<file path="src/rtl/rpsc_ps_sequencer.sv">
// Power-supply turn-on/turn-off sequencer: G1 first, anode after a settle time,
// ordered shutdown, and a first-fault latch held until the operator clears it.
module rpsc_ps_sequencer #(
    parameter int CNT_W      = 23,
    parameter int G1_TIMEOUT = 3125000,
    parameter int AN_DELAY   = 781250,
    parameter int AN_TIMEOUT = 4687500,
    parameter int OFF_DELAY  = 390625
) (
    input  logic       clk,
    input  logic       reset,
    input  logic       i_start_req,
    input  logic       i_stop_req,
    input  logic       i_fault_clear,
    input  logic       i_g1_not_alarm,
    input  logic       i_not_g1_ok,
    input  logic       i_an_not_alarm,
    input  logic       i_an_perm,
    input  logic       i_an_ok,
    output logic       o_g1_ps_act,
    output logic       o_an_ps_act,
    output logic       o_running,
    output logic       o_fault,
    output logic [2:0] o_fault_code,
    output logic [2:0] o_state
);

    typedef enum logic [2:0] {
        S_IDLE     = 3'd0,
        S_G1_RAMP  = 3'd1,
        S_AN_WAIT  = 3'd2,
        S_AN_RAMP  = 3'd3,
        S_RUN      = 3'd4,
        S_SHUTDOWN = 3'd5,
        S_FAULT    = 3'd6
    } state_t;

    // Counter value seen on the P-th cycle spent in a state.
    localparam logic [CNT_W-1:0] G1_EXP  = CNT_W'(G1_TIMEOUT - 1);
    localparam logic [CNT_W-1:0] AND_EXP = CNT_W'(AN_DELAY - 1);
    localparam logic [CNT_W-1:0] ANT_EXP = CNT_W'(AN_TIMEOUT - 1);
    localparam logic [CNT_W-1:0] OFF_EXP = CNT_W'(OFF_DELAY - 1);

    state_t           state_q, state_d;
    logic [CNT_W-1:0] cnt_q, cnt_d;
    logic [2:0]       code_q, code_d;

    always_comb begin
        state_d = state_q;
        code_d  = code_q;
        case (state_q)
            S_IDLE: begin
                if (i_start_req && i_g1_not_alarm && i_an_not_alarm)
                    state_d = S_G1_RAMP;
            end
            S_G1_RAMP, S_AN_WAIT, S_AN_RAMP, S_RUN: begin
                // Alarm checks outrank stop and the per-state progress rules.
                if (!i_g1_not_alarm) begin
                    state_d = S_FAULT;
                    code_d  = 3'd1;
                end else if (state_q != S_G1_RAMP && !i_an_not_alarm) begin
                    state_d = S_FAULT;
                    code_d  = 3'd3;
                end else if (state_q == S_RUN && i_not_g1_ok) begin
                    state_d = S_FAULT;
                    code_d  = 3'd5;
                end else if (state_q == S_RUN && !i_an_ok) begin
                    state_d = S_FAULT;
                    code_d  = 3'd6;
                end else if (i_stop_req) begin
                    state_d = S_SHUTDOWN;
                end else if (state_q == S_G1_RAMP) begin
                    if (!i_not_g1_ok) begin
                        state_d = S_AN_WAIT;
                    end else if (cnt_q == G1_EXP) begin
                        state_d = S_FAULT;
                        code_d  = 3'd2;
                    end
                end else if (state_q == S_AN_WAIT) begin
                    if (cnt_q == AND_EXP) begin
                        if (i_an_perm) begin
                            state_d = S_AN_RAMP;
                        end else begin
                            state_d = S_FAULT;
                            code_d  = 3'd3;
                        end
                    end
                end else if (state_q == S_AN_RAMP) begin
                    if (i_an_ok) begin
                        state_d = S_RUN;
                    end else if (cnt_q == ANT_EXP) begin
                        state_d = S_FAULT;
                        code_d  = 3'd4;
                    end
                end
            end
            S_SHUTDOWN: begin
                if (!i_g1_not_alarm) begin
                    state_d = S_FAULT;
                    code_d  = 3'd1;
                end else if (cnt_q == OFF_EXP) begin
                    state_d = S_IDLE;
                end
            end
            S_FAULT: begin
                if (i_fault_clear && i_g1_not_alarm && i_an_not_alarm) begin
                    state_d = S_IDLE;
                    code_d  = 3'd0;
                end
            end
            default: begin
                state_d = S_IDLE;
                code_d  = 3'd0;
            end
        endcase
    end

    always_comb begin
        if (state_d != state_q)
            cnt_d = '0;
        else if (cnt_q == '1)
            cnt_d = cnt_q;
        else
            cnt_d = cnt_q + 1'b1;
    end

    always_ff @(posedge clk) begin
        if (!reset) begin
            state_q <= S_IDLE;
            cnt_q   <= '0;
            code_q  <= 3'd0;
        end else begin
            state_q <= state_d;
            cnt_q   <= cnt_d;
            code_q  <= code_d;
        end
    end

    assign o_g1_ps_act  = (state_q == S_G1_RAMP) || (state_q == S_AN_WAIT) ||
                          (state_q == S_AN_RAMP) || (state_q == S_RUN) ||
                          (state_q == S_SHUTDOWN);
    assign o_an_ps_act  = (state_q == S_AN_RAMP) || (state_q == S_RUN);
    assign o_running    = (state_q == S_RUN);
    assign o_fault      = (state_q == S_FAULT);
    assign o_fault_code = code_q;
    assign o_state      = state_q;

endmodule

</file>
<file path="config.mk">
export PLATFORM = sky130hd
export DESIGN_NAME = rpsc_ps_sequencer
export DESIGN_NICKNAME = d
export VERILOG_FILES = /design/src/rtl/rpsc_ps_sequencer.sv
export SDC_FILE = /design/constraint.sdc
export NUM_CORES = 1
export LEC_CHECK = 0
export ABC_CLOCK_PERIOD_IN_PS = 2300
export CORE_ASPECT_RATIO = 1.2
export CORE_MARGIN = 4
export CORE_UTILIZATION = 52
export DETAILED_ROUTE_END_ITERATION = 8
export GPL_ROUTABILITY_DRIVEN = 0
export PLACE_DENSITY = 0.85
export SKIP_LAST_GASP = 1
export SYNTH_ARGS = -nofsm -noshare
export SYNTH_HDL_FRONTEND = slang
export SYNTH_SLANG_ARGS = --single-unit
</file>
<file path="constraint.sdc">
create_clock -name clk -period 2.3 [get_ports clk]
set_input_delay 0.23 -clock clk [delete_from_list [all_inputs] [get_ports clk]]
set_output_delay 0.23 -clock clk [all_outputs]
set_load 0.1 [all_outputs]
</file>
==> flow_summary.json, run 1 <==
{
  "outcome": "complete, but fails checks",
  "violations": "setup timing",
  "post_cts_buffers": 0,
  "p_leak_nw": 1.02,
  "cts_buffers": 5,
  "clk_latency_ns": 0.28,
  "tns_ns": -6.57,
  "multi_input_area_sq_um": 1580,
  "overflow": 0,
  "drt_iter0_markers": 228,
  "final-hold-violation-count": 0,
  "arrival_ns": 2.77,
  "first_pass_iters": 4,
  "yosysWarningCount": 0,
  "setup_viol": 26,
  "p_per_area_nw_per_um2": 1000,
  "numPortBuffers": 19,
  "maxCapViolations": 0,
  "rsz0062_at_grt": "yes",
  "endpoint_kind": "flop",
  "avgSynthCellArea_sq_um": 7.90,
  "hold_start": "o_fault_code[1]",
  "clock_path_buffers": 2,
  "nets": 346,
  "post-dp-hpwl_um": 5000,
  "cpPeakStageDelay_ns": 0.50,
  "dp_slack_ns": -0.223,
  "dieArea_sq_um": 5350,
  "gr-usage-all-layers": 0.273,
  "synth_flop_cell": "dfxtp_1",
  "diodes": 0,
  "drive_above_1_share": 0.290,
  "std_cell_rows": 25,
  "finalClockSkew_ns": 0.00249,
  "drt-wirelength-per-cell_um": 18.7,
  "syn-instance-count": 279,
  "synthArstFlopShare": 0,
  "num-fill-cells": 308,
  "area.growth.synth_to_final_pct": 33.8,
  "routed_wl_um": 7270,
  "vias_per_cell": 6.65,
  "grt_max_degree": 24,
  "ys_types": 55,
  "cp_data_required_time_ns": 2.47,
  "die_x_um": 67.4,
  "r2r_setup_slack_ns": -0.31,
  "clk_pin_slew_ns": 0.06,
  "criticalPathCategory": "reg2reg",
  "initial_core_util": 0.550,
  "fmax_ghz": 0.384,
  "htreeDepth": 2,
  "min_path_type": "reg2reg",
  "worstPathMaxFanout": 6,
  "startpoint_type": "flop",
  "num_vias": 2581,
  "die_h_um": 79.3,
  "period_share": 1.13,
  "yosys_register_bits": 29,
  "antenna_found_initial": 0,
  "path_cells": "inv_2, ha_2, nand3b_1, or4_1, or4_4, or3_4, a21oi_4, clkbuf_16, nor4_1",
  "p_total_mw": 2.96,
  "cts_tree": "done",
  "grt_pass1_vias": 2465,
  "drc": 0,
  "layout_setup_ws_ns": -0.307,
  "synth-edff-count": 0,
  "synthesis.area_sq_um": 2200,
  "period_needed_ns": 2.61,
  "critical_path.slowest_cell": "or4_4",
  "r2r_end": "cnt_q[1]",
  "hold_depth": 2,
  "reg2reg_depth": 9,
  "yosysSeqAreaShare": 0.263,
  "worst_slew_pin_slew_ns": 0.399,
  "io_pins": 20,
  "relSlewSlack": 0.732,
  "coreArea_sq_um": 4000,
  "hold_end": "o_fault_code[1]",
  "cts.sinks": 29,
  "ir_drop_uv": 560,
  "regToRegStartpoint": "cnt_q[1]",
  "regArea_sq_um": 596,
  "grt_pass1_wl_um": 11300,
  "synthesis.nets": 292,
  "clock-root-buffer": "clkbuf_8",
  "hold_ws_ns": 0.455,
  "antenna_left": 0,
  "cts_hold_buffers": 0,
  "slew_viol_final": 0
}
-- cells by family after synthesis --
| kind of cell | count (synthesis) | synth area share |
|---|---|---|
| flops | 29 | 0.263 |
| simple gates | 141 | 0.386 |
| mux | 4 | 0.0182 |
| fa+ha+maj | 3 | 0.0170 |
| buf+inv | 29 | 0.0591 |
| xor+xnor | 19 | 0.0755 |
| compound gates | 54 | 0.181 |
-- placed cells by master, fill, tap and decap left out, types with 4 or more instances in the layout --
cell type        count
buf_4               55
nor4_1              25
dfxtp_1             23
nand2_1             19
xnor2_1             15
nor2_1              13
nand3_1             13
o21ai_0             12
clkdlybuf4s50_1      9
nor3_1               8
nand4_1              8
a21oi_1              8
inv_1                5
and3_1               5
o31a_1               5
clkbuf_8             5
nor2b_1              4
nor4bb_1             4
nor3b_1              4
nand4bb_1            4
or3_1                4
xor2_1               4
mux2i_1              4
-- critical path, delay by kind of cell, from the launching register on --
family / cells / cell delay [ns]
adders and majority gates: 1 / 0.17
AOI/OAI and AO/OA: 1 / 0.26
and+or+nand+nor: 5 / 1.46
buffers and inverters: 2 / 0.25
DFF: 1 / 0.32
-- registers in the layout, summed over array words and instances, names as in the netlist --
name          flops
cnt_q            23
o_fault_code      3
o_state           3
-- where the power goes --
group,switching (mW),internal (mW)
clock network,0.194,0.203
registers,0.0874,0.555
logic,1.25,0.678
-- final cells by class --
cell class,instances,share of cell area
multi-input combinational,221,0.537
clock buffer,5,0.0233
sequential,29,0.202
tap,54,0.0229
clock inverter,3,0.00424
timing repair buffer,69,0.200
inverter,7,0.0102
-- cells in the mapped netlist, drive strengths merged, types with 8 or more instances --
cell    number  share of area
nor3         9          0.020
a21oi       10          0.024
buf         10          0.027
nand4        8          0.023
nand3       13          0.030
nor2        14          0.024
o21ai       14          0.032
dfxtp       29           0.26
nor4        27          0.077
nand2       20          0.034
clkbuf      12          0.020
xnor2       15          0.060
-- metrics by stage --
stage | instance area [sq um] | cells | util
2_1_floorplan | 2260 | 279 | -
3_3_place_gp | 2770 | 378 | 0.691
3_5_place_dp | 2770 | 378 | 0.691
5_1_grt | 2950 | 388 | 0.737
4_1_cts | 2880 | 386 | 0.718
6_report | 2950 | 388 | 0.737
-- layer usage --
| metal | track usage | up-vias | share of wire |
|---|---|---|---|
| li1 | - | 1180 | - |
| met1 | 0.302 | 1219 | 0.38 |
| met2 | 0.462 | 131 | 0.49 |
| met3 | 0.0523 | 51 | 0.060 |
| met4 | 0.183 | 0 | 0.072 |
| met5 | 0 | - | 0 |
-- how the worst max path moves through the flow --
stage                         startpoint        end  slack (ns)  cells after the start
after floorplan               o_state[0]   cnt_q[0]        -0.1                      8
after global placement    i_an_not_alarm   cnt_q[3]       -0.16                      9
after detailed placement  i_an_not_alarm  cnt_q[19]       -0.22                      8
after CTS                       cnt_q[1]  cnt_q[21]       -0.17                      9
after global routing            cnt_q[1]  cnt_q[19]       -0.37                      9
final                           cnt_q[1]   cnt_q[1]       -0.31                      9
-- what timing repair did --
item	in CTS	in global routing
gates cloned	0	2
gates resized for setup	5	10
pin swaps	2	1
endpoints found under the setup margin	26	27
No activity file was read; power rests on OpenSTA's default activity.
==> run 2: changes to the inputs <==
--- a/config.mk
+++ b/config.mk
@@ -6,9 +6,9 @@
 export NUM_CORES = 1
 export LEC_CHECK = 0
 export ABC_CLOCK_PERIOD_IN_PS = 2300
-export CORE_ASPECT_RATIO = 1.2
 export CORE_MARGIN = 4
 export CORE_UTILIZATION = 52
+export CTS_CLUSTER_SIZE = 12
 export DETAILED_ROUTE_END_ITERATION = 8
 export GPL_ROUTABILITY_DRIVEN = 0
 export PLACE_DENSITY = 0.85
==> flow_summary.json, run 2 (synthesis gave the netlist of run 1 again) <==
{
  "outcome": "complete, but fails checks",
  "violations": "setup timing",
  "setup_viol": 25,
  "critical_path.slowest_cell": "or4_4",
  "worst_slew_pin_slew_ns": 0.466,
  "p_leak_nw": 1.15,
  "clock-root-buffer": "clkbuf_8",
  "worstPathMaxFanout": 6,
  "grt_pass1_vias": 2499,
  "p_seq_frac": 0.199,
  "first_pass_iters": 5,
  "power.switching_mw": 1.64,
  "dieArea_sq_um": 5340,
  "tns_ns": -5.83,
  "numPortBuffers": 19,
  "grt_pass1_wl_um": 12000,
  "p_int_mw": 1.57,
  "io_pins": 20,
  "regArea_sq_um": 599,
  "htreeDepth": 2,
  "coreArea_sq_um": 4060,
  "placedCellCount": 389,
  "r2r_setup_slack_ns": -0.27,
  "die_x_um": 73.1,
  "num_vias": 2674,
  "relSlewSlack": 0.685,
  "gr-usage-all-layers": 0.285,
  "antenna_left": 0,
  "grt_max_degree": 24,
  "cpPeakStageDelay_ns": 0.50,
  "path_cells": "inv_2, ha_4, nand3b_1, or4_1, or4_4, o31a_1, o311ai_4, buf_6, buf_8, a2111oi_1",
  "top_register": "cnt_q",
  "mostFrequentLayoutCells": "74 x buf_4, 22 x dfxtp_1, 19 x nand2_1",
  "cts.sinks": 29,
  "area.growth.synth_to_final_pct": 45.9,
  "overflow": 0,
  "final-hold-violation-count": 0,
  "min_path_type": "reg2reg",
  "arrival_ns": 2.71,
  "antenna_found_initial": 0,
  "diodes": 0,
  "slew_viol_final": 0,
  "maxCapViolations": 0,
  "drt_iter0_markers": 338,
  "cts_buffers": 5,
  "drt-wirelength-per-cell_um": 19.9,
  "endpoint_kind": "flop",
  "clock_path_buffers": 2,
  "swShare": 0.511,
  "cp_data_required_time_ns": 2.45,
  "fmax_ghz": 0.389,
  "vias_per_cell": 6.64,
  "ir_drop_uv": 762,
  "criticalPathCategory": "reg2reg",
  "postLayoutCoreUtil": 0.792,
  "layout_setup_ws_ns": -0.268,
  "final_common_cell": "buf_4",
  "nets": 365,
  "initial_core_util": 0.543,
  "drive_above_1_share": 0.363,
  "clockPowerShare": 0.157,
  "multi_input_area_sq_um": 1700,
  "drc": 0,
  "rsz0062_at_grt": "yes",
  "combPwrFrac": 0.644,
  "largest_register_ffs": 23,
  "instances_no_fill": 403,
  "routed_wl_um": 8020,
  "std_cell_rows": 23,
  "post-dp-hpwl_um": 5210,
  "placed_cell_area_sq_um": 2860,
  "die_h_um": 73.1,
  "num-fill-cells": 255,
  "p_per_area_nw_per_um2": 997,
  "finalClockSkew_ns": 0.00555,
  "startpoint_type": "flop",
  "period_needed_ns": 2.57,
  "cts_tree": "done",
  "fin_area_sq_um": 3210,
  "period_share": 1.12,
  "clk_latency_ns": 0.28,
  "clk_pin_slew_ns": 0.06
}
[run 2: changes by cell type in the layout (fill, tap and decap cells not counted), moves of 2 or more]
cell	change
nor4_1	-7
clkinv_1	-2
nor4_4	+3
nor4_2	+4
a2111oi_0	-2
buf_4	+19
[run 2: layout make-up]
class                      instances  area share
multi-input combinational        221       0.528
timing repair buffer              88       0.222
sequential                        29       0.186
clock buffer                       8      0.0346
tap                               50      0.0195
inverter                           7     0.00934
[run 2: repair_timing]
| item | CTS | global route |
|---|---|---|
| hold buffers | 0 | 0 |
| pin swaps | 2 | 11 |
| endpoints found under the setup margin | 26 | 26 |
| cloned | 0 | 2 |
| resized for setup | 10 | 33 |
| setup buffers | 0 | 4 |
[run 2: stage by stage]
step / total power [mW] / worst slack (ns) / hold slack [ns]
floorplan: 1.87 / -0.0954 / 0.386
global placement: 2.36 / -0.207 / 0.444
detailed placement: 2.40 / -0.307 / 0.454
CTS: 2.94 / -0.245 / 0.462
global route: 3.37 / -0.357 / 0.484
finish: 3.20 / -0.268 / 0.459
[run 2: metal layers]
| layer | part of all wire | wire [um] | vias to the layer above | GRT usage |
|---|---|---|---|---|
| met5 | 0 | 0 | - | 0 |
| met3 | 0.083 | 668 | 43 | 0.0496 |
| li1 | - | - | 1221 | - |
| met4 | 0.048 | 382 | 0 | 0.117 |
| met2 | 0.49 | 3960 | 164 | 0.487 |
| met1 | 0.38 | 3010 | 1246 | 0.350 |
[run 2: worst paths after layout]
| kind | start | endpoint | cells past startpoint |
|---|---|---|---|
| worst max-delay path | cnt_q[1] | cnt_q[19] | 10 |
| worst min-delay path | o_fault_code[0] | o_fault_code[0] | 2 |
| worst max register to register | cnt_q[1] | cnt_q[19] | 10 |
| worst min register to register | o_fault_code[0] | o_fault_code[0] | 2 |
[run 2: critical path, delay by kind of cell (launching register included)]
| kind | cells | cell delay [ns] |
|---|---|---|
| AND/OR/NAND/NOR | 3 | 1.00 |
| AO/OA/AOI/OAI | 3 | 0.59 |
| adder cells (fa/ha/maj) | 1 | 0.11 |
| buffers and inverters | 3 | 0.39 |
| flip-flops | 1 | 0.35 |
[run 2: power groups by stage]
| stage | combinational (mW) | clock, mW | sequential (mW) |
|---|---|---|---|
| floorplan | 1.08 | 0 | 0.783 |
| global placement | 1.73 | 0 | 0.630 |
| detailed placement | 1.77 | 0 | 0.632 |
| CTS | 1.82 | 0.504 | 0.623 |
| global route | 2.19 | 0.533 | 0.647 |
| finish | 2.06 | 0.502 | 0.638 |
==> run 3: changes to the inputs <==
--- a/config.mk
+++ b/config.mk
@@ -13,6 +13,8 @@
 export GPL_ROUTABILITY_DRIVEN = 0
 export PLACE_DENSITY = 0.85
 export SKIP_LAST_GASP = 1
+export SLEW_MARGIN = 20
 export SYNTH_ARGS = -nofsm -noshare
 export SYNTH_HDL_FRONTEND = slang
 export SYNTH_SLANG_ARGS = --single-unit
+export TNS_END_PERCENT = 5
==> flow_summary.json, run 3 (synthesis gave the netlist of run 1 again) <==
{
  "outcome": "complete, but fails checks",
  "violations": "setup timing",
  "first_pass_iters": 6,
  "dieArea_sq_um": 5340,
  "area.growth.synth_to_final_pct": 37.6,
  "overflow": 0,
  "num-fill-cells": 284,
  "clock-root-buffer": "clkbuf_8",
  "grt_max_degree": 24,
  "drive_above_1_share": 0.292,
  "die_x_um": 73.1,
  "nets": 355,
  "std_cell_rows": 23,
  "layout_setup_ws_ns": -0.241,
  "drt-wirelength-per-cell_um": 18.1,
  "antenna_found_initial": 0,
  "clock_path_buffers": 2,
  "tns_ns": -5.58,
  "postLayoutCoreUtil": 0.747,
  "cts_buffers": 5,
  "htreeDepth": 2,
  "setup_viol": 26,
  "final-hold-violation-count": 0,
  "drt_iter0_markers": 366,
  "coreArea_sq_um": 4060,
  "fmax_ghz": 0.393,
  "endpoint_kind": "flop",
  "initial_core_util": 0.543,
  "criticalPathCategory": "reg2reg",
  "cts_tree": "done",
  "clk_latency_ns": 0.28,
  "cp_data_required_time_ns": 2.45,
  "period_needed_ns": 2.54,
  "reg2reg_depth": 10,
  "grt_pass1_vias": 2464,
  "rsz0062_at_grt": "yes",
  "clk_pin_slew_ns": 0.07,
  "worstSetupEndpoint": "cnt_q[19]",
  "r2r_end": "cnt_q[19]",
  "drc": 0,
  "critPathLaunch": "cnt_q[1]",
  "gr-usage-all-layers": 0.279,
  "worstPathMaxFanout": 12,
  "vias_per_cell": 6.71,
  "mostFrequentLayoutCells": "62 x buf_4, 26 x dfxtp_1, 25 x nor4_1",
  "cts_hold_buffers": 0,
  "p_leak_nw": 1.06,
  "relSlewSlack": 0.561,
  "post-dp-hpwl_um": 4990,
  "worst_slew_pin_slew_ns": 0.650,
  "top_register": "cnt_q",
  "p_per_area_nw_per_um2": 980,
  "r2r_setup_slack_ns": -0.24,
  "num_vias": 2637,
  "die_h_um": 73.1,
  "numPortBuffers": 19,
  "ir_drop_uv": 624,
  "largest_register_ffs": 23,
  "arrival_ns": 2.69,
  "maxCapViolations": 0,
  "grt_pass1_wl_um": 11700,
  "period_share": 1.10,
  "cts.sinks": 29,
  "startpoint_type": "flop",
  "routed_wl_um": 7130,
  "slew_viol_final": 0,
  "min_path_type": "reg2reg",
  "diodes": 0,
  "finalClockSkew_ns": 0.0111,
  "regToRegStartpoint": "cnt_q[1]",
  "io_pins": 20,
  "antenna_left": 0,
  "final_common_cell": "buf_4"
}
-- run 3: cell types whose count changed in the layout (fill, tap and decap cells not counted), moves of 4 or more --
cell,before,now
buf_12,1,6
buf_4,74,62
dfxtp_1,22,26
nor4_1,18,25
nor4_4,4,0
-- run 3: through the flow --
| stage | hold slack (ns) | setup WS, ns | cell area [sq um] | cells | power (mW) |
|---|---|---|---|---|---|
| floorplan | 0.386 | -0.324 | 2240 | 279 | 1.85 |
| global placement | 0.443 | -0.160 | 2860 | 382 | 2.43 |
| detailed placement | 0.450 | -0.222 | 2860 | 382 | 2.44 |
| CTS | 0.459 | -0.204 | 3010 | 393 | 2.92 |
| global route | 0.484 | -0.322 | 3030 | 393 | 3.11 |
| finish | 0.460 | -0.241 | 3030 | 393 | 2.97 |
-- run 3: worst min-delay path by stage --
stage	start	to	slack, ns	cells past startpoint
after floorplan	i_g1_not_alarm	o_fault_code[1]	0.39	2
after global placement	o_fault_code[1]	o_fault_code[1]	0.44	2
after detailed placement	o_fault_code[0]	o_fault_code[0]	0.45	2
after CTS	o_fault_code[0]	o_fault_code[0]	0.46	2
after global routing	o_fault_code[0]	o_fault_code[0]	0.48	2
final	o_fault_code[0]	o_fault_code[0]	0.46	2
-- run 3: critical path: stages, from the launching register on --
cell,delay [ns]
dfxtp_1,0.31
inv_1,0.06
ha_1,0.15
nand3b_1,0.09
or4_1,0.39
or4_1,0.50
o31a_1,0.31
o311ai_4,0.25
buf_4,0.17
buf_12,0.13
a2111oi_0,0.06
-- run 3: layout make-up --
cell class                      instances  area, sq um  area share
Timing Repair Buffer                   78          703       0.232
Inverter                                7         30.0     0.00990
Tap cell                               50         62.6      0.0206
Multi-Input combinational cell        221         1560       0.514
Sequential cell                        29          587       0.193
Clock buffer                            8         90.1      0.0297
-- run 3: timing repair --
| item | CTS | global route |
|---|---|---|
| setup buffers | 2 | 0 |
| endpoints found under the setup margin | 26 | 26 |
| gates resized for setup | 4 | 6 |
| gates cloned | 1 | 0 |
| endpoints found under the hold margin | 0 | 0 |
| pin swaps | 1 | 0 |
-- run 3: report_power, final --
part           internal, mW  switching, mW
registers             0.546         0.0748
clock network         0.243          0.187
logic                 0.712           1.21
total                  1.50           1.47
-- run 3: per-layer routing --
layer	routed length, um	part of all wire	global-route usage	vias up
met5	0	0	0	-
met4	370	0.052	0.152	0
met3	582	0.082	0.0592	54
met2	3310	0.46	0.442	191
met1	2870	0.40	0.350	1197
li1	-	-	-	1195
==> RTL edit 1: new RTL, flow settings as in run 3 <==
Change the parameter `CNT_W` from 23 to 21.
--- a/src/rtl/rpsc_ps_sequencer.sv
+++ b/src/rtl/rpsc_ps_sequencer.sv
@@ -3,3 +3,3 @@
 module rpsc_ps_sequencer #(
-    parameter int CNT_W      = 23,
+    parameter int CNT_W      = 21,
     parameter int G1_TIMEOUT = 3125000,
Behaviour: same outputs for any inputs over 10 cycles, from zero or initial values and one cycle with reset low; that may be too few to reach the edited logic, so the function may still have changed.
==> RTL edit 1 against run 3 <==
- the run still ends with setup timing left
- sequential cell count down 2
- power down 22%
- synthesized cell count down 1.1%
- routed wire length down 1.6%
- critical path type unchanged
- worst setup slack worse by 400 ps
- critical endpoint is now cnt_q[5]
- cell area about the same
- area after synthesis down 5.8%
- critical path depth down 2
- clock skew down 7.7 ps
- die area down 5.2%
==> RTL edit 1: results (changes against run 3) <==
detailed_routing:
  firstDrtPassIters: 5  # was 6
  first_iter_violations: 301  # was 366
  totalWireLength_mm: 7.02  # was 7.13 mm
timing:
  setup_ws_ps: -640  # was -241 ps
  fin_setup_tns_ps: -14490  # was -5580 ps
  skew_ps: 3.38  # was 11.1 ps
  setup_violations: 26  # unchanged
  tightestPinTransition_ps: 727  # was 650 ps
  hold-worst-slack_ps: 464  # was 460 ps
clock_network:
  numCtsBuffers: 3  # was 5
  h-tree-depth: 1  # was 2
  path_clk_slew_ps: 90  # was 70 ps
grt:
  grt_max_degree: 22  # was 24
  grtUsageMet3: 0.0440  # was 0.0592
  track_usage: 0.280  # was 0.279
  gr-usage-met1: 0.329  # was 0.350
  grt_pass1_wl_mm: 11.4  # was 11.7 mm
  grt_pass1_vias: 2478  # was 2464
yosys:
  ys_seq_area_frac: 0.261  # was 0.263
  synth_common_cells: "28 x nor3_1, 27 x dfxtp_1, 26 x nand2_1"  # was 29 x dfxtp_1, 27 x nor4_1, 20 x nand2_1
  synth_cell_type_count: 53  # was 55
power_and_ir_drop:
  p_int_mw: 1.20  # was 1.50 mW
  p_leak_nw: 1.10  # was 1.06 nW
  peakVddDrop_uv: 768  # was 624 µV
layout:
  nets: 372  # was 355
  largest_reg_flops: 21  # was 23
  drive_gt1_frac: 0.360  # was 0.292
setup_path:
  endpoint: "cnt_q[5]"  # was cnt_q[19]
  crit_fanout: 7  # was 12
  reg2reg_depth: 8  # was 10
  reg2reg_from: "cnt_q[20]"  # was cnt_q[1]
outcome:
  status: "complete, but fails checks"  # unchanged
  violations: "setup timing"  # unchanged
placed_design:
  dpl.hpwl_mm: 5.56  # was 4.99 mm
  dp_slack_ps: -689  # was -222 ps
RTL edit 1: cell count changes after synthesis, moves of 4 or more:
cell / change
a21oi_1: +4
and3_1: -4
inv_1: +4
nand2_1: +6
nor2_1: +7
nor2b_1: +4
nor3_1: +19
nor4_1: -21
nor4bb_1: -4
RTL edit 1: logic make-up (layout without fill, tap and decap cells):
family | Yosys count | in the layout | synth area share
simple gates | 147 | 147 | 0.400
fa+ha+maj | 3 | 3 | 0.0181
compound gates | 48 | 48 | 0.159
mux | 5 | 5 | 0.0241
xor+xnor | 18 | 18 | 0.0760
flops | 27 | 27 | 0.261
buf+inv | 28 | 110 | 0.0627
RTL edit 1: metal layers:
| metal | up-vias | part of all wire |
|---|---|---|
| met5 | - | 0 |
| met1 | 1190 | 0.38 |
| met3 | 37 | 0.081 |
| met4 | 0 | 0.041 |
| li1 | 1177 | - |
| met2 | 152 | 0.50 |
RTL edit 1: worst max-delay path, stage by stage (launching register included):
cell and delay, ps:
dfxtp_1 320, or4_4 550, or4_4 540, or4b_2 610, o211ai_1 120, a21o_1 170
o221a_4 290, buf_4 170, nor3_2 40
RTL edit 1: area by class of cell:
type / count / area (µm²)
Fill cell: 225 / 741
Inverter: 11 / 41.3
Multi-Input combinational cell: 221 / 1530
Timing Repair Buffer: 95 / 811
Sequential cell: 27 / 548
Clock buffer: 4 / 45.0
Tap cell: 48 / 60.1
RTL edit 1: stage by stage:
step,utilization,std cells
global route,0.804,406
finish,0.804,406
global placement,0.789,402
floorplan,-,276
CTS,0.801,406
detailed placement,0.789,402
RTL edit 1: worst min path at each step:
stage                          startpoint              end  cells after the start
after floorplan                     reset       o_state[1]                      3
after global placement    o_fault_code[1]  o_fault_code[1]                      2
after detailed placement  o_fault_code[1]  o_fault_code[1]                      2
after CTS                 o_fault_code[1]  o_fault_code[1]                      2
after global routing      o_fault_code[1]  o_fault_code[1]                      2
final                     o_fault_code[2]  o_fault_code[2]                      2
RTL edit 1: power by group through the flow:
stage          clock, mW  sequential (mW)  combinational [mW]
2_1_floorplan          0            0.706               0.835
3_3_place_gp           0            0.555                1.45
3_5_place_dp           0            0.558                1.49
4_1_cts            0.276            0.547                1.49
5_1_grt            0.297            0.553                1.59
6_report           0.274            0.548                1.51
RTL edit 1: what timing repair did:
item / in CTS / in global routing
setup endpoints to repair: 26 / 26
buffers inserted: 0 / 0
gates resized for setup: 0 / 2
hold buffers: 0 / 0
pin swaps: 2 / 0
==> RTL edit 2: new RTL, config.mk and constraints of run 3 <==
Without the edit above. Make the reset (`reset`) asynchronous in one clocked block.
--- a/src/rtl/rpsc_ps_sequencer.sv
+++ b/src/rtl/rpsc_ps_sequencer.sv
@@ -126,3 +126,3 @@
 
-    always_ff @(posedge clk) begin
+    always_ff @(posedge clk or negedge reset) begin
         if (!reset) begin
Function: differs if reset is asserted again (counterexample within 4 cycles, from zero or initial values and one cycle with reset low); with reset held inactive, the same outputs for 10 cycles.
==> RTL edit 2 against run 3 <==
- the run still ends with setup timing left
- die area rose by 0.55%
- sequential cell count unchanged
- worst setup slack lost 99 ps
- hold slack lost 120 ps
- cell area grew 3.3%
- routed wire length decreased by 2.5%
- power is 8.7% higher
- area after synthesis rose by 0.62%
- highest routed layer unchanged
==> RTL edit 2: results (changes against run 3) <==
outcome:
  violations: "setup timing"  # unchanged
  status: "complete, but fails checks"  # unchanged
placed_design:
  placed_cell_area_um2: 2980  # was 2860 µm²
  dp_cells: 391  # was 382
  dp_slack_ps: -378  # was -222 ps
  dpl.hpwl_mm: 5.00  # was 4.99 mm
detailed_routing:
  firstDrtPassIters: 4  # was 6
  num_vias: 2492  # was 2637
  routedWlPerCell_um: 17.3  # was 18.1 µm
  first_iter_violations: 274  # was 366
yosys:
  synth_compound_area_frac: 0.150  # was 0.181
  synth_cells: 272  # was 279
  synth_mux_area_frac: 0.0237  # was 0.0182
  yosys_warnings: 0  # unchanged
  ys_seq_area_frac: 0.327  # was 0.263
  synth_common_cells: "37 x nor2_1, 31 x nand2_1, 29 x dfrtp_1"  # was 29 x dfxtp_1, 27 x nor4_1, 20 x nand2_1
  async_flop_share: 1.00  # was 0
  yosys.area_share.adder: 0.0169  # was 0.0170
  synth_cell_type_count: 54  # was 55
  synth_fp_nets: 285  # was 292
  synthXorXnorAreaFrac: 0.0830  # was 0.0755
  synth_area_leaders: "dfrtp_1 33%, nor2_1 6.3%, nand2_1 5.2%, xor2_1 4.3%, xnor2_1 4.0%"  # was dfxtp_1 26%, nor4_1 7.7%, xnor2_1 6.0%, nand2_1 3.4%, nand3_1 3.0%
min_path:
  hold_class: "primary input to asynchronous set/reset pin"  # was flip-flop to flip-flop
power_and_ir_drop:
  p_int_mw: 1.69  # was 1.50 mW
  p_sw_frac: 0.477  # was 0.495
  power_frac_seq: 0.193  # was 0.209
  power_frac_clock: 0.171  # was 0.145
  p_leak_nw: 1.35  # was 1.06 nW
  peakVddDrop_uv: 534  # was 624 µV
grt:
  grt_max_degree: 30  # was 24
  grt_pass1_vias: 2414  # was 2464
  track_usage: 0.275  # was 0.279
  grt_pass1_wl_mm: 11.3  # was 11.7 mm
setup_path:
  crit_slowest_cell: "or4b_4"  # was or4_1
  crit_fanout: 3  # was 12
  crit_path_max_incr_delay_ps: 560  # was 500 ps
  arrival_ps: 2810  # was 2690 ps
clock_network:
  path_clk_slew_ps: 70  # about the same
  cts_root_buf: "clkbuf_8"  # unchanged
layout:
  fin_cells: 401  # was 393
  nFillCells: 266  # was 284
  drive_gt1_frac: 0.302  # was 0.292
  nets: 363  # was 355
  multi_input_area_um2: 1470  # was 1560 µm²
timing:
  skew_ps: 5.54  # was 11.1 ps
  fin_setup_tns_ps: -8100  # was -5580 ps
  setup_violations: 26  # unchanged
  setup_ws_ps: -340  # was -241 ps
==> RTL edit 2: cell types whose count changed after synthesis, moves of 7 or more <==
| cell | run 3 | this run |
|---|---|---|
| dfrtp_1 | 0 | 29 |
| dfxtp_1 | 29 | 0 |
| nand2_1 | 20 | 31 |
| nor2_1 | 14 | 37 |
| nor4_1 | 27 | 6 |
| o21ai_0 | 13 | 6 |
| xor2_1 | 4 | 11 |
==> RTL edit 2: path summary, 6_finish.rpt <==
path,cells after the start,slack (ps),to,from
hold reg to reg,1,520,o_fault_code[2],o_fault_code[2]
min in group clk,1,520,o_fault_code[2],o_fault_code[2]
setup reg to reg,6,-340,o_fault_code[1],cnt_q[3]
hold / removal,2,340,cnt_q[1],reset
setup / recovery,6,-340,o_fault_code[1],cnt_q[3]
max in group asynchronous,2,1640,o_state[2],reset
==> RTL edit 2: final cells by class <==
class | instances | share of cell area
Clock inverter | 1 | 0.00958
Tap cell | 50 | 0.0200
Sequential cell | 29 | 0.235
Timing Repair Buffer | 84 | 0.228
Multi-Input combinational cell | 222 | 0.468
Inverter | 8 | 0.0108
Clock buffer | 7 | 0.0276
==> RTL edit 2: what timing repair did <==
item	CTS	global route
cloned	0	0
gates resized for setup	4	1
endpoints found under the setup margin	26	26
buffers inserted	2	0
pin swaps	3	5
==> RTL edit 2: logic make-up (layout without fill, tap and decap cells) <==
family | count (synthesis) | count (layout)
simple gates | 146 | 146
compound gates | 47 | 47
flops | 29 | 29
xor+xnor | 21 | 21
buf+inv | 21 | 100
mux | 5 | 5
fa+ha+maj | 3 | 3
==> RTL edit 2: routing by layer <==
layer / up-vias / GRT usage / share of wire
li1: 1151 / - / -
met3: 27 / 0.0575 / 0.070
met5: - / 0 / 0
met2: 122 / 0.472 / 0.50
met4: 0 / 0.133 / 0.035
met1: 1192 / 0.326 / 0.39
